[src/rtl/logbuf_ctrl_pkg.sv]
// logbuf_ctrl_pkg: shared state encodings, record sizes and index-field layout for the logbuf controller
package logbuf_ctrl_pkg;
  typedef enum logic [2:0] {IDLE, RDIX, SELIX, WRDAT, ADVIX, DONE} state_t;
  localparam int PAYLOAD_BYTES = 4;
  localparam int LOG_REC_BYTES = 5;
  localparam int IX_W = 8;
  localparam int GET_LSB = 0;
  localparam int PUT_LSB = 8;
  function automatic logic [IX_W-1:0] ix_inc(input logic [IX_W-1:0] ix, input int n);
    return (int'(ix) + 1 == n) ? '0 : ix + 1'b1;
  endfunction
endpackage

[src/rtl/logbuf_ctrl_rr_arb.sv]
// rr_arb: round-robin winner search starting at ptr, wrapping to the lowest set request
module rr_arb #(
  parameter int N = 4,
  parameter int IW = $clog2(N)
) (
  input  logic [N-1:0]  req,
  input  logic [IW-1:0] ptr,
  output logic [IW-1:0] win,
  output logic          vld
);
  // second pass overrides with the lowest request at or above ptr when one exists
  always_comb begin
    win = '0;
    for (int j = N - 1; j >= 0; j--) if (req[j]) win = IW'(j);
    for (int j = N - 1; j >= 0; j--) if (req[j] && j >= int'(ptr)) win = IW'(j);
  end
  assign vld = |req;
endmodule

[src/rtl/logbuf_ctrl.sv]
// logbuf_ctrl: serialises hardware log records into the logbuf and shares its port with the CPU
module logbuf_ctrl
  import logbuf_ctrl_pkg::*;
#(
  parameter int NUM_REQ = 4,
  parameter int NUM_ENTRIES = 32,
  parameter logic [7:0] SRC_BASE = 8'h10
) (
  input  logic                 clk,
  input  logic                 rst_n,
  input  logic [NUM_REQ-1:0]   req,
  input  logic [32*NUM_REQ-1:0] payload,
  output logic [NUM_REQ-1:0]   req_ack,
  input  logic                 cpu_stb,
  input  logic                 cpu_we,
  input  logic                 cpu_addr,
  input  logic [15:0]          cpu_din,
  output logic [31:0]          cpu_dout,
  output logic                 cpu_ack,
  input  logic                 cpu_lock,
  output logic                 lb_stb,
  output logic                 lb_we,
  output logic                 lb_addr,
  output logic [15:0]          lb_dout,
  input  logic [31:0]          lb_din,
  input  logic                 lb_ack
);
  localparam int IW = $clog2(NUM_REQ);
  state_t state;
  logic [IW-1:0] rr_ptr, win, arb_win;
  logic arb_vld, pass;
  logic [2:0] cnt;
  logic [8*PAYLOAD_BYTES-1:0] pay;
  logic [IX_W-1:0] put, get, np, ng;
  logic fsm_stb, fsm_we, fsm_addr;
  logic [15:0] fsm_dout;
  rr_arb #(.N(NUM_REQ)) u_arb (.req(req), .ptr(rr_ptr), .win(arb_win), .vld(arb_vld));
  assign np = ix_inc(put, NUM_ENTRIES);
  assign ng = (np == get) ? ix_inc(get, NUM_ENTRIES) : get;
  // FSM-driven lb_* registers are all zero in IDLE, so the CPU path only needs OR-ing in
  assign pass = (state == IDLE) && cpu_stb;
  assign lb_stb = pass | fsm_stb;
  assign lb_we = pass ? cpu_we : fsm_we;
  assign lb_addr = pass ? cpu_addr : fsm_addr;
  assign lb_dout = pass ? cpu_din : fsm_dout;
  assign cpu_dout = pass ? lb_din : '0;
  assign cpu_ack = pass & lb_ack;
  always_ff @(posedge clk) begin
    if (!rst_n) begin
      state <= IDLE;
      rr_ptr <= '0;
      cnt <= '0;
      req_ack <= '0;
      win <= '0;
      pay <= '0;
      put <= '0;
      get <= '0;
      fsm_stb <= 1'b0;
      fsm_we <= 1'b0;
      fsm_addr <= 1'b0;
      fsm_dout <= '0;
    end else begin
      req_ack <= '0;
      case (state)
        IDLE: if (!cpu_stb && !cpu_lock && arb_vld) begin
          state <= RDIX;
          win <= arb_win;
          pay <= payload[32*arb_win +: 32];
          rr_ptr <= (arb_win == IW'(NUM_REQ - 1)) ? '0 : arb_win + 1'b1;
          fsm_stb <= 1'b1;
          fsm_we <= 1'b0;
          fsm_addr <= 1'b1;
          fsm_dout <= '0;
        end
        RDIX: begin
          state <= SELIX;
          put <= lb_din[PUT_LSB +: IX_W];
          get <= lb_din[GET_LSB +: IX_W];
          fsm_we <= 1'b1;
          fsm_dout <= {lb_din[PUT_LSB +: IX_W], lb_din[GET_LSB +: IX_W]};
        end
        SELIX: begin
          state <= WRDAT;
          cnt <= '0;
          fsm_addr <= 1'b0;
          fsm_dout <= {8'h00, SRC_BASE + 8'(win)};
        end
        WRDAT: if (cnt == 3'(LOG_REC_BYTES - 1)) begin
          state <= ADVIX;
          cnt <= '0;
          fsm_addr <= 1'b1;
          fsm_dout <= {np, ng};
        end else begin
          cnt <= cnt + 1'b1;
          fsm_dout <= {8'h00, pay[8*cnt +: 8]};
        end
        ADVIX: begin
          state <= DONE;
          req_ack[win] <= 1'b1;
          fsm_stb <= 1'b0;
          fsm_we <= 1'b0;
          fsm_addr <= 1'b0;
          fsm_dout <= '0;
        end
        DONE: state <= IDLE;
        default: state <= IDLE;
      endcase
    end
  end
endmodule
[config.mk]
export PLATFORM = sky130hd
export DESIGN_NAME = logbuf_ctrl
export DESIGN_NICKNAME = d
export VERILOG_FILES = /design/src/rtl/logbuf_ctrl_pkg.sv /design/src/rtl/logbuf_ctrl_rr_arb.sv /design/src/rtl/logbuf_ctrl.sv
export SDC_FILE = /design/constraint.sdc
export NUM_CORES = 1
export LEC_CHECK = 0
export CORE_MARGIN = 1
export CORE_UTILIZATION = 38
export CTS_CLUSTER_SIZE = 40
export DETAILED_ROUTE_END_ITERATION = 12
export PLACE_DENSITY_LB_ADDON = 0.1
export REMOVE_ABC_BUFFERS = 1
export SYNTH_ARGS = -nofsm -noshare
export SYNTH_HDL_FRONTEND = slang
export SYNTH_HIERARCHICAL = 1
export SYNTH_SLANG_ARGS = --single-unit
[constraint.sdc]
create_clock -name clk -period 2.7 [get_ports clk]
set_clock_uncertainty 0.2 [all_clocks]
set_input_delay 0.54 -clock clk [delete_from_list [all_inputs] [get_ports clk]]
set_output_delay 0.54 -clock clk [all_outputs]
set_load 0.01 [all_outputs]
; ---- Word level (Yosys, flattened, before mapping)
; Index checks and enable logic that the tools add are counted.
; W data, S select, Z words.
[word_totals]
inputBits = 187
register_bits = 81
out_inout_bits = 56
wordCells = 94
[classes]
eq_ne = 11
bitwise_logic = 2
order_cmp = 5
reduce_logical = 24
shifts = 2
add_sub_neg = 7
muxes = 31
[op_table]
columns = cell, count
row1 = $shiftx A128 B8 Y32, 1
row2 = $pmux W16 S5, 1
row3 = $mux W16, 3
row4 = $mux W32, 1
row5 = $shiftx A32 B7 Y8, 1
row6 = $mux W8, 3
row7 = $add A8 B1 Y9 const B, 2
row8 = $eq A9 B6 Y1 const B, 2
row9 = $add A8 B1 Y8 const B, 2
row10 = $mux W2, 8
row11 = $pmux W3 S5, 1
row12 = $reduce_and A2 Y1, 6
row13 = $mux W3, 3
row14 = $eq A8 B8 Y1, 1
row15 = $logic_and A1 B1 Y1, 7
row16 = $add A5 B2 Y6 const A, 1
row17 = $eq A3 B2 Y1 const B, 2
row18 = $eq A3 B3 Y1 const B, 2
row19 = $mux W1, 6
row20 = $pmux W1 S3, 2
row21 = $pmux W3 S2, 1
row22 = $reduce_bool A3 Y1, 2
row23 = $reduce_bool A5 Y1, 1
row24 = $ge A1 B2 Y1 const A, 2
row25 = 19 further kinds, 21

; ---- Longest topological paths before layout
; Gate-level depths: netlist (run 1).
[depth]
word_depth = 9
mapped_depth = 10
mapped_depth_nobuf = 9

; ---- By module
; Netlist (run 1), hierarchy kept.
[by_module_without_submodules]
columns = module, cells_per_inst, area_each_um2, seq_area_each_um2, instances
row1 = logbuf_ctrl, 603, 5218.8, 1621.6, 1
row2 = rr_arb, 12, 77.6, 0.0, 1

; ---- Least setup slack after synthesis (run 1)
; Ideal clock, no wire load.
[synth_timing]
kind = input -> register
start = input req[2]
end = register pay[4]
setup_ps = 134
required_time_ps = 2366
n_path_buf = 2
path_stages = 7
path_slack_ps = -202
arrival_time_ps = 2568
cell_sequence = a22o_1 > a211oi_2 > clkbuf_1 > buf_1 > mux4_2 > nand2_1 > a21oi_1
[synth_via]
word_cells_on_any_way = 12
classes_between = shift: 1 / mux: 7 / reduce/logical: 4
[synth_rtl]
columns = element, line_no
row1 = from (decl), logbuf_ctrl.sv:11  ; input logic [NUM_REQ-1:0] req,
row2 = $logic_and A1 B1 Y1, logbuf_ctrl_rr_arb.sv:15  ; for (int j = N - 1; j >= 0; j--) if (req[j] && j >= int'(ptr)) win = IW'(j);
row3 = $mux W2 (3 in series), logbuf_ctrl_rr_arb.sv:15
row4 = net arb_win[0], logbuf_ctrl.sv:30  ; logic [IW-1:0] rr_ptr, win, arb_win;
row5 = $shiftx A128 B8 Y32, logbuf_ctrl.sv:68  ; pay <= payload[32*arb_win +: 32];
row6 = to (signal assigned), logbuf_ctrl.sv:68
row7 = to (decl), logbuf_ctrl.sv:33  ; logic [8*PAYLOAD_BYTES-1:0] pay;
; The timed path passes the listed nets, and every way through them passes these cells.
; A chain may end at the register's enable or synchronous reset.

; ---- Worst setup path in the final report (run 1)
[layout_timing]
start = register state[1]
end = output lb_dout[0]
[layout_via]
elab_chain_len = 3
[layout_rtl]
columns = element, line_no
row1 = from (decl), logbuf_ctrl.sv:29  ; state_t state;
row2 = from (signal assigned), logbuf_ctrl.sv:50  ; state <= IDLE;
row3 = from (signal assigned), logbuf_ctrl.sv:66  ; state <= RDIX;
row4 = from (signal assigned), logbuf_ctrl.sv:76  ; state <= SELIX;
row5 = $logic_not A3 Y1, logbuf_ctrl.sv:41  ; assign pass = (state == IDLE) && cpu_stb;
row6 = $logic_and A1 B1 Y1, logbuf_ctrl.sv:41
row7 = $mux W16, logbuf_ctrl.sv:45  ; assign lb_dout = pass ? cpu_din : fsm_dout;
row8 = to (decl), logbuf_ctrl.sv:24  ; output logic [15:0] lb_dout,
; No other way between the ends.

==> flow_summary.ini, run 1 <==
[sta]
report.final.hold_viol_count = 0
timing.final.max_slew_violations = 0
period_minus_slack_ns = 2.651
finalSetupTns_ns = 0
actual_slew_at_the_worst_max_slew_pin_ns = 0.7139
postLayoutSetupSlackWorst_ns = 0.04854
unrepaired_setup_endpoints_after_global_routing = yes
timing.slew.headroom = 0.5231
setup_violations = 0
max_clock_freq_mhz = 377.2
post-route-period-util = 0.9820

[routing]
viasPerCell = 5.341
first_pass_iters = 4
average_wire_per_cell_in_the_routed_design_um = 16.64
num_vias = 5640
postRouteAntennaNets = 0
detail_route.iter0.violations = 325
postRouteWirelength_mm = 17.57
post-route-drc-count = 0

[final_layout]
layout.cells.most_common_list = sky130_fd_sc_hd__clkdlybuf4s50_1 (222), sky130_fd_sc_hd__nand2_1 (127), sky130_fd_sc_hd__dfxtp_1 (78), sky130_fd_sc_hd__a21oi_1 (68), sky130_fd_sc_hd__buf_4 (48)
layout-drive-gt1-share = 0.1841
flow.area_growth_from_synthesis_pct = 64.82
layout_commonest_cell = sky130_fd_sc_hd__clkdlybuf4s50_1
layout.filler_cells = 1197
fin_nets = 1067
utilization = 0.6514
antenna-diode-count = 0

[placement]
count_of_buffers_from_port_buffering = 242
detailed_place_hpwl_mm = 13.35
place_worst_setup_slack_ns = -0.5492
routabilityCongestion = 0.8820

[global_route]
first_global_vias = 5720
gr-total-overflow = 0
grt-busiest-layer = met2
grt_first_pass_wirelength_mm = 27.41
grt_use_met1 = 0.2647
grt_use_met3 = 0.05133
overall_global_routing_resource_usage = 0.2398
antenna_found_initial = 0
maximum_number_of_pins_on_one_net_before_global_route_repair = 37
globalRouteMet2Util = 0.4529

[setup_path]
reg2reg_to = fsm_dout[5]
cp.arrival_ns = 1.91
r2r_setup_slack_ns = 0.16
worst_setup_sp_type = flip-flop
worst_reg2reg_path_startpoint = get[1]
setup.worst_path.start = state[1]
critPathKind = flip-flop to primary output
worst_r2r_path_depth = 8
crit_path_cell_trace = nor3_4 -> and2_4 -> buf_12 -> buf_4 -> mux2_2 -> clkdlybuf4s15_1
worst_setup_path_end_kind = primary output
critical_path_required_ns = 1.96
crit_path_top_delay_cell = sky130_fd_sc_hd__dfxtp_2
crit_path_max_fanout = 8
critical-path-max-stage-delay_ns = 0.33

[die]
floorplan.die_area_sq_um = 14410
die_x_um = 120.1
initial_core_util = 0.3952
placement_rows = 42
io_count = 243
core_region_area_sq_um = 13400
dieHeight_um = 120.1

[power]
total_leakage_power_nw = 3.373
power_per_cell_area_nw_per_um2 = 537.5
vdd_drop_max_mv = 0.3612

[clock_tree]
clock_slew_seen_by_the_registers_of_the_worst_setup_and_hold_paths_ns = 0.06
clk_path_buf_depth = 2
htreeDepth = 3
cts_made_buffers = 9
clock_tree.root_cell = sky130_fd_sc_hd__clkbuf_16
worstSkewPairLatency_ns = 0.33
hold_buffers = 0
numClockSinks = 81
tritoncts = yes

[logic_synthesis]
synth.yosys.warnings = 6
yosysSeqAreaShare = 0.3062
synth.avg_cell_area_sq_um = 8.612
syn_area_sq_um = 5296
number_of_distinct_library_cells_after_synthesis = 58
synthesis.instances = 615
synthTopCellsByArea = sky130_fd_sc_hd__dfxtp_1 (31%), sky130_fd_sc_hd__mux4_2 (17%), sky130_fd_sc_hd__nand2_1 (9.1%)
yosys.area.top_type_share = 0.3062
synth_ff_type = sky130_fd_sc_hd__dfxtp_1
synth_enable_flop_cells = 0
postSynth.asyncResetShare = 0
post-synth-top-area-cell = sky130_fd_sc_hd__dfxtp_1
synth.ff_latch_count = 81

[flow_run]
timing.max_cap.violations = 0

[outcome]
run_status = complete, no violations

[hold_path]
min_delay_worst_endpoint = pay[22]
hold-path-cell-count = 2
min-delay-path-class = flip-flop to flip-flop
worst_hold_startpoint = pay[22]
-- metal layers --
layer	wire length, um	share of wire
met4	247	0.014
met2	9324	0.53
met3	1172	0.067
met5	0	0
met1	6825	0.39
-- flip-flops by register name, indices dropped and copies added (netlist names) --
signal    cells
pay          32
fsm_dout     16
get           8
put           8
req_ack       4
cnt           3
state         3
rr_ptr        2
win           2
fsm_addr      1
fsm_stb       1
fsm_we        1
-- what timing repair did --
item | in CTS | in global routing
hold endpoints to repair | 0 | 0
pin swaps | 0 | 7
gates cloned | 0 | 3
endpoints found under the setup margin | 58 | 69
resized for setup | 26 | 38
buffers inserted | 2 | 7
-- per-stage QoR --
step / instances / hold slack (ns) / total power (W) / instance area [sq um]
floorplan: 560 / 0.2331 / 0.002300 / 5045
global placement: 1028 / 0.2423 / 0.003176 / 8152
detailed placement: 1028 / 0.2451 / 0.003202 / 8152
CTS: 1046 / 0.2529 / 0.004591 / 8506
global route: 1056 / 0.2672 / 0.004945 / 8730
finish: 1056 / 0.2522 / 0.004692 / 8730
-- power by group --
| group | switching, W | internal, W | total [W] |
|---|---|---|---|
| combinational | 0.000805 | 0.00108 | 0.00189 |
| sequential | 0.000101 | 0.00131 | 0.00141 |
| clock | 0.000491 | 0.000905 | 0.00140 |
-- cell usage after synthesis (2+ instances only) --
cell type                  count
sky130_fd_sc_hd__xor2_1        9
sky130_fd_sc_hd__buf_4         3
sky130_fd_sc_hd__nand4_1       5
sky130_fd_sc_hd__and2_1        3
sky130_fd_sc_hd__a22oi_1       6
sky130_fd_sc_hd__mux4_2       40
sky130_fd_sc_hd__a211oi_2      2
sky130_fd_sc_hd__a222oi_1      5
sky130_fd_sc_hd__nor3_1        7
sky130_fd_sc_hd__dfxtp_1      81
sky130_fd_sc_hd__nand2b_1      6
sky130_fd_sc_hd__o21ai_0      13
sky130_fd_sc_hd__mux2_2       18
sky130_fd_sc_hd__nor4_1        4
sky130_fd_sc_hd__clkbuf_1     37
sky130_fd_sc_hd__or3_1         2
sky130_fd_sc_hd__ha_1          5
sky130_fd_sc_hd__nor2_1       26
sky130_fd_sc_hd__buf_6         4
sky130_fd_sc_hd__nor2b_1       6
sky130_fd_sc_hd__a22o_1        2
sky130_fd_sc_hd__buf_2         3
sky130_fd_sc_hd__xnor2_1       7
sky130_fd_sc_hd__a31oi_1       7
sky130_fd_sc_hd__nand2_1     128
sky130_fd_sc_hd__a211o_1       3
sky130_fd_sc_hd__or2_2         2
sky130_fd_sc_hd__buf_1         8
sky130_fd_sc_hd__a211oi_1      3
sky130_fd_sc_hd__or4_1         3
sky130_fd_sc_hd__a21oi_1      68
sky130_fd_sc_hd__inv_1        12
sky130_fd_sc_hd__nor3b_1       6
sky130_fd_sc_hd__and3_1       46
sky130_fd_sc_hd__o211ai_1      3
sky130_fd_sc_hd__nand3_1      10
-- logic make-up (layout without fill, tap and decap cells) --
logic type	count (synthesis)	in the layout	share of synthesized area
DFF	81	81	0.3062
AOI/OAI and AO/OA	127	127	0.1536
muxes	58	58	0.2084
adders and majority gates	5	5	0.01181
and+or+nand+nor	261	261	0.2377
xor gates and xnor gates	16	16	0.02646
buffers and inverters	67	332	0.05599
-- worst max-delay path by stage --
stage             endpoint  slack [ns]  cells past startpoint
5_1_grt         lb_dout[9]       -0.02                      6
6_report        lb_dout[0]        0.05                      6
3_5_place_dp   fsm_dout[2]       -0.55                      9
2_1_floorplan       pay[0]       -1.66                      5
3_3_place_gp   fsm_dout[2]       -0.43                      9
4_1_cts        cpu_dout[9]       -0.03                      4
-- critical path, delay by kind of cell, from the launching register on --
| kind | cells | cell delay (ns) |
|---|---|---|
| buffers and inverters | 3 | 0.49 |
| and+or+nand+nor | 2 | 0.43 |
| DFF | 1 | 0.33 |
| muxes | 1 | 0.33 |
-- cell type report --
| class | instances | area (sq um) | share of cell area |
|---|---|---|---|
| clock buffers | 11 | 232.7 | 0.02666 |
| clock inverters | 5 | 103.9 | 0.01190 |
| inverters | 12 | 45.04 | 0.005160 |
| multi-input cells | 467 | 3461 | 0.3964 |
| flip-flops and latches | 81 | 1625 | 0.1862 |
| well taps | 176 | 220.2 | 0.02523 |
| repair buffers | 304 | 3042 | 0.3484 |
No activity file was read; power rests on OpenSTA's default activity.
==> run 2, diff against run 1 <==
- PLACE_DENSITY: default -> 0.88
- PLACE_DENSITY_LB_ADDON: 0.1 -> default
==> run 2 against run 1 <==
- flip-flop and latch count unchanged
- maximum frequency up 0.35%
- non-clock buffer count down 17
- final area down 3.1%
- highest routed layer unchanged
==> flow_summary.ini, run 2 (same netlist as run 1, synthesis figures left out) <==
[outcome]
run_status = complete, no violations

[die]
initial_core_util = 0.3952
dieHeight_um = 120.1
floorplan.die_area_sq_um = 14410
die_x_um = 120.1
io_count = 243
placement_rows = 42
core_region_area_sq_um = 13400

[sta]
post-route-period-util = 0.9786
max_clock_freq_mhz = 378.5
report.final.hold_viol_count = 0
setup_violations = 0
finalHoldWorstSlack_ns = 0.2534
timing.final.max_slew_violations = 0
timing.slew.headroom = 0.4985
actual_slew_at_the_worst_max_slew_pin_ns = 0.7523
period_minus_slack_ns = 2.642

[final_layout]
antenna-diode-count = 0
post_layout_nonfiller_instances = 1038
flow.area_growth_from_synthesis_pct = 59.65
largest_register_ffs = 32
layout.cells.most_common_list = sky130_fd_sc_hd__clkdlybuf4s50_1 (222), sky130_fd_sc_hd__nand2_1 (128), sky130_fd_sc_hd__dfxtp_1 (80), sky130_fd_sc_hd__a21oi_1 (68), sky130_fd_sc_hd__and3_1 (46)
register_ranked_first_by_flip_flop_count = pay
largest_registers = pay: 32 flops, fsm_dout: 16 flops
layout-drive-gt1-share = 0.1613
layout_commonest_cell = sky130_fd_sc_hd__clkdlybuf4s50_1
fin_nets = 1050

[clock_tree]
hold_buffers = 0
clock_tree.root_cell = sky130_fd_sc_hd__clkbuf_16
numClockSinks = 81
cts_made_buffers = 9
tritoncts = yes
worstSkewPairLatency_ns = 0.34
clock_slew_seen_by_the_registers_of_the_worst_setup_and_hold_paths_ns = 0.06
htreeDepth = 3
clk_path_buf_depth = 2

[routing]
detail_route.iter0.violations = 396
postRouteAntennaNets = 0
postRouteWirelength_mm = 17.94
first_pass_iters = 6
viasPerCell = 5.586
num_vias = 5798
average_wire_per_cell_in_the_routed_design_um = 17.28
post-route-drc-count = 0

[global_route]
gr-total-overflow = 0
first_global_vias = 5641
antenna_found_initial = 0
maximum_number_of_pins_on_one_net_before_global_route_repair = 37
overall_global_routing_resource_usage = 0.2457
grt_first_pass_wirelength_mm = 27.67

[setup_path]
critical_path_required_ns = 1.96
setup.worst_path.start = state[2]
worst_reg2reg_path_startpoint = put[0]
reg2reg_to = fsm_dout[7]
crit_path_max_fanout = 15
timing.critical_path.depth = 5
kind_of_cell_adding_the_most_delay_to_the_critical_path = simple AND/OR/NAND/NOR gates
crit_path_top_delay_cell = sky130_fd_sc_hd__mux2_2
r2r_setup_slack_ns = 0.13
critPathKind = flip-flop to primary output
path_buf_inv = 2
worst_setup_sp_type = flip-flop
critical-path-max-stage-delay_ns = 0.35
critPathCapture = lb_dout[5]
cp.arrival_ns = 1.90
crit_path_cell_trace = nor3_4 -> and2_4 -> buf_12 -> mux2_2 -> dlygate4sd2_1
worst_setup_path_end_kind = primary output
worst_r2r_path_depth = 8

[power]
power_total_w = 0.004407
total_leakage_power_nw = 3.287
power_per_cell_area_nw_per_um2 = 521.2
vdd_drop_max_mv = 0.3468

[flow_run]
timing.max_cap.violations = 0

[placement]
placedCellCount = 1020
count_of_buffers_from_port_buffering = 242
routabilityCongestion = 0.9418
detailed_place_hpwl_mm = 13.64

[hold_path]
min-delay-path-class = flip-flop to flip-flop
==> run 2: worst min path at each step <==
| stage | startpoint | slack (ns) | depth (start not counted) | to |
|---|---|---|---|---|
| after global routing | pay[14] | 0.27 | 2 | pay[14] |
| final | pay[2] | 0.25 | 2 | pay[2] |
| after CTS | pay[17] | 0.25 | 2 | pay[17] |
| after floorplan | pay[16] | 0.23 | 2 | pay[16] |
| after global placement | pay[20] | 0.24 | 2 | pay[20] |
| after detailed placement | pay[17] | 0.25 | 2 | pay[17] |
==> run 2: repair_timing <==
action	CTS	global route
pin swaps	0	2
endpoints found under the setup margin	56	52
setup buffers	0	1
cloned	0	2
resized for setup	25	13
==> run 2: where the power goes <==
group	switching [W]	total [W]	internal (W)	leakage, nW
logic	0.000774	0.00176	0.000981	2.48
clock network	0.000473	0.00123	0.000762	0.142
registers	0.000110	0.00142	0.00131	0.660
total	0.00136	0.00441	0.00305	3.29
==> run 2: metrics by stage <==
step           setup TNS [ns]  cell area, sq um    util  setup slack [ns]
2_1_floorplan          -64.61              5045       -            -1.658
3_3_place_gp           -25.74              8092  0.6038           -0.4189
3_5_place_dp           -28.52              8092  0.6038           -0.4501
4_1_cts                     0              8377  0.6251           0.01802
5_1_grt              -0.06781              8456  0.6310         -0.008306
6_report                    0              8456  0.6310           0.05778
==> run 2: per-layer routing <==
metal | vias to the layer above | routed length, um | GRT usage
li1 | 2722 | - | -
met1 | 2737 | 6654 | 0.2686
met2 | 303 | 9264 | 0.4497
met3 | 36 | 1502 | 0.05466
met4 | 0 | 517 | 0.1086
met5 | - | 0 | 0
==> run 2: cell type report <==
cell class | instances | area [sq um]
clock buffers | 13 | 260.3
well taps | 176 | 220.2
inverters | 12 | 45.04
repair buffers | 287 | 2838
clock inverters | 2 | 37.54
multi-input cells | 467 | 3432
flip-flops and latches | 81 | 1623
fillers | 1123 | 4945
==> run 2: worst min-delay path: cells and delay by family, from the launching register on <==
family / cells / cell delay [ns]
compound gates: 1 / 0.05
flops: 1 / 0.31
simple gates: 1 / 0.05
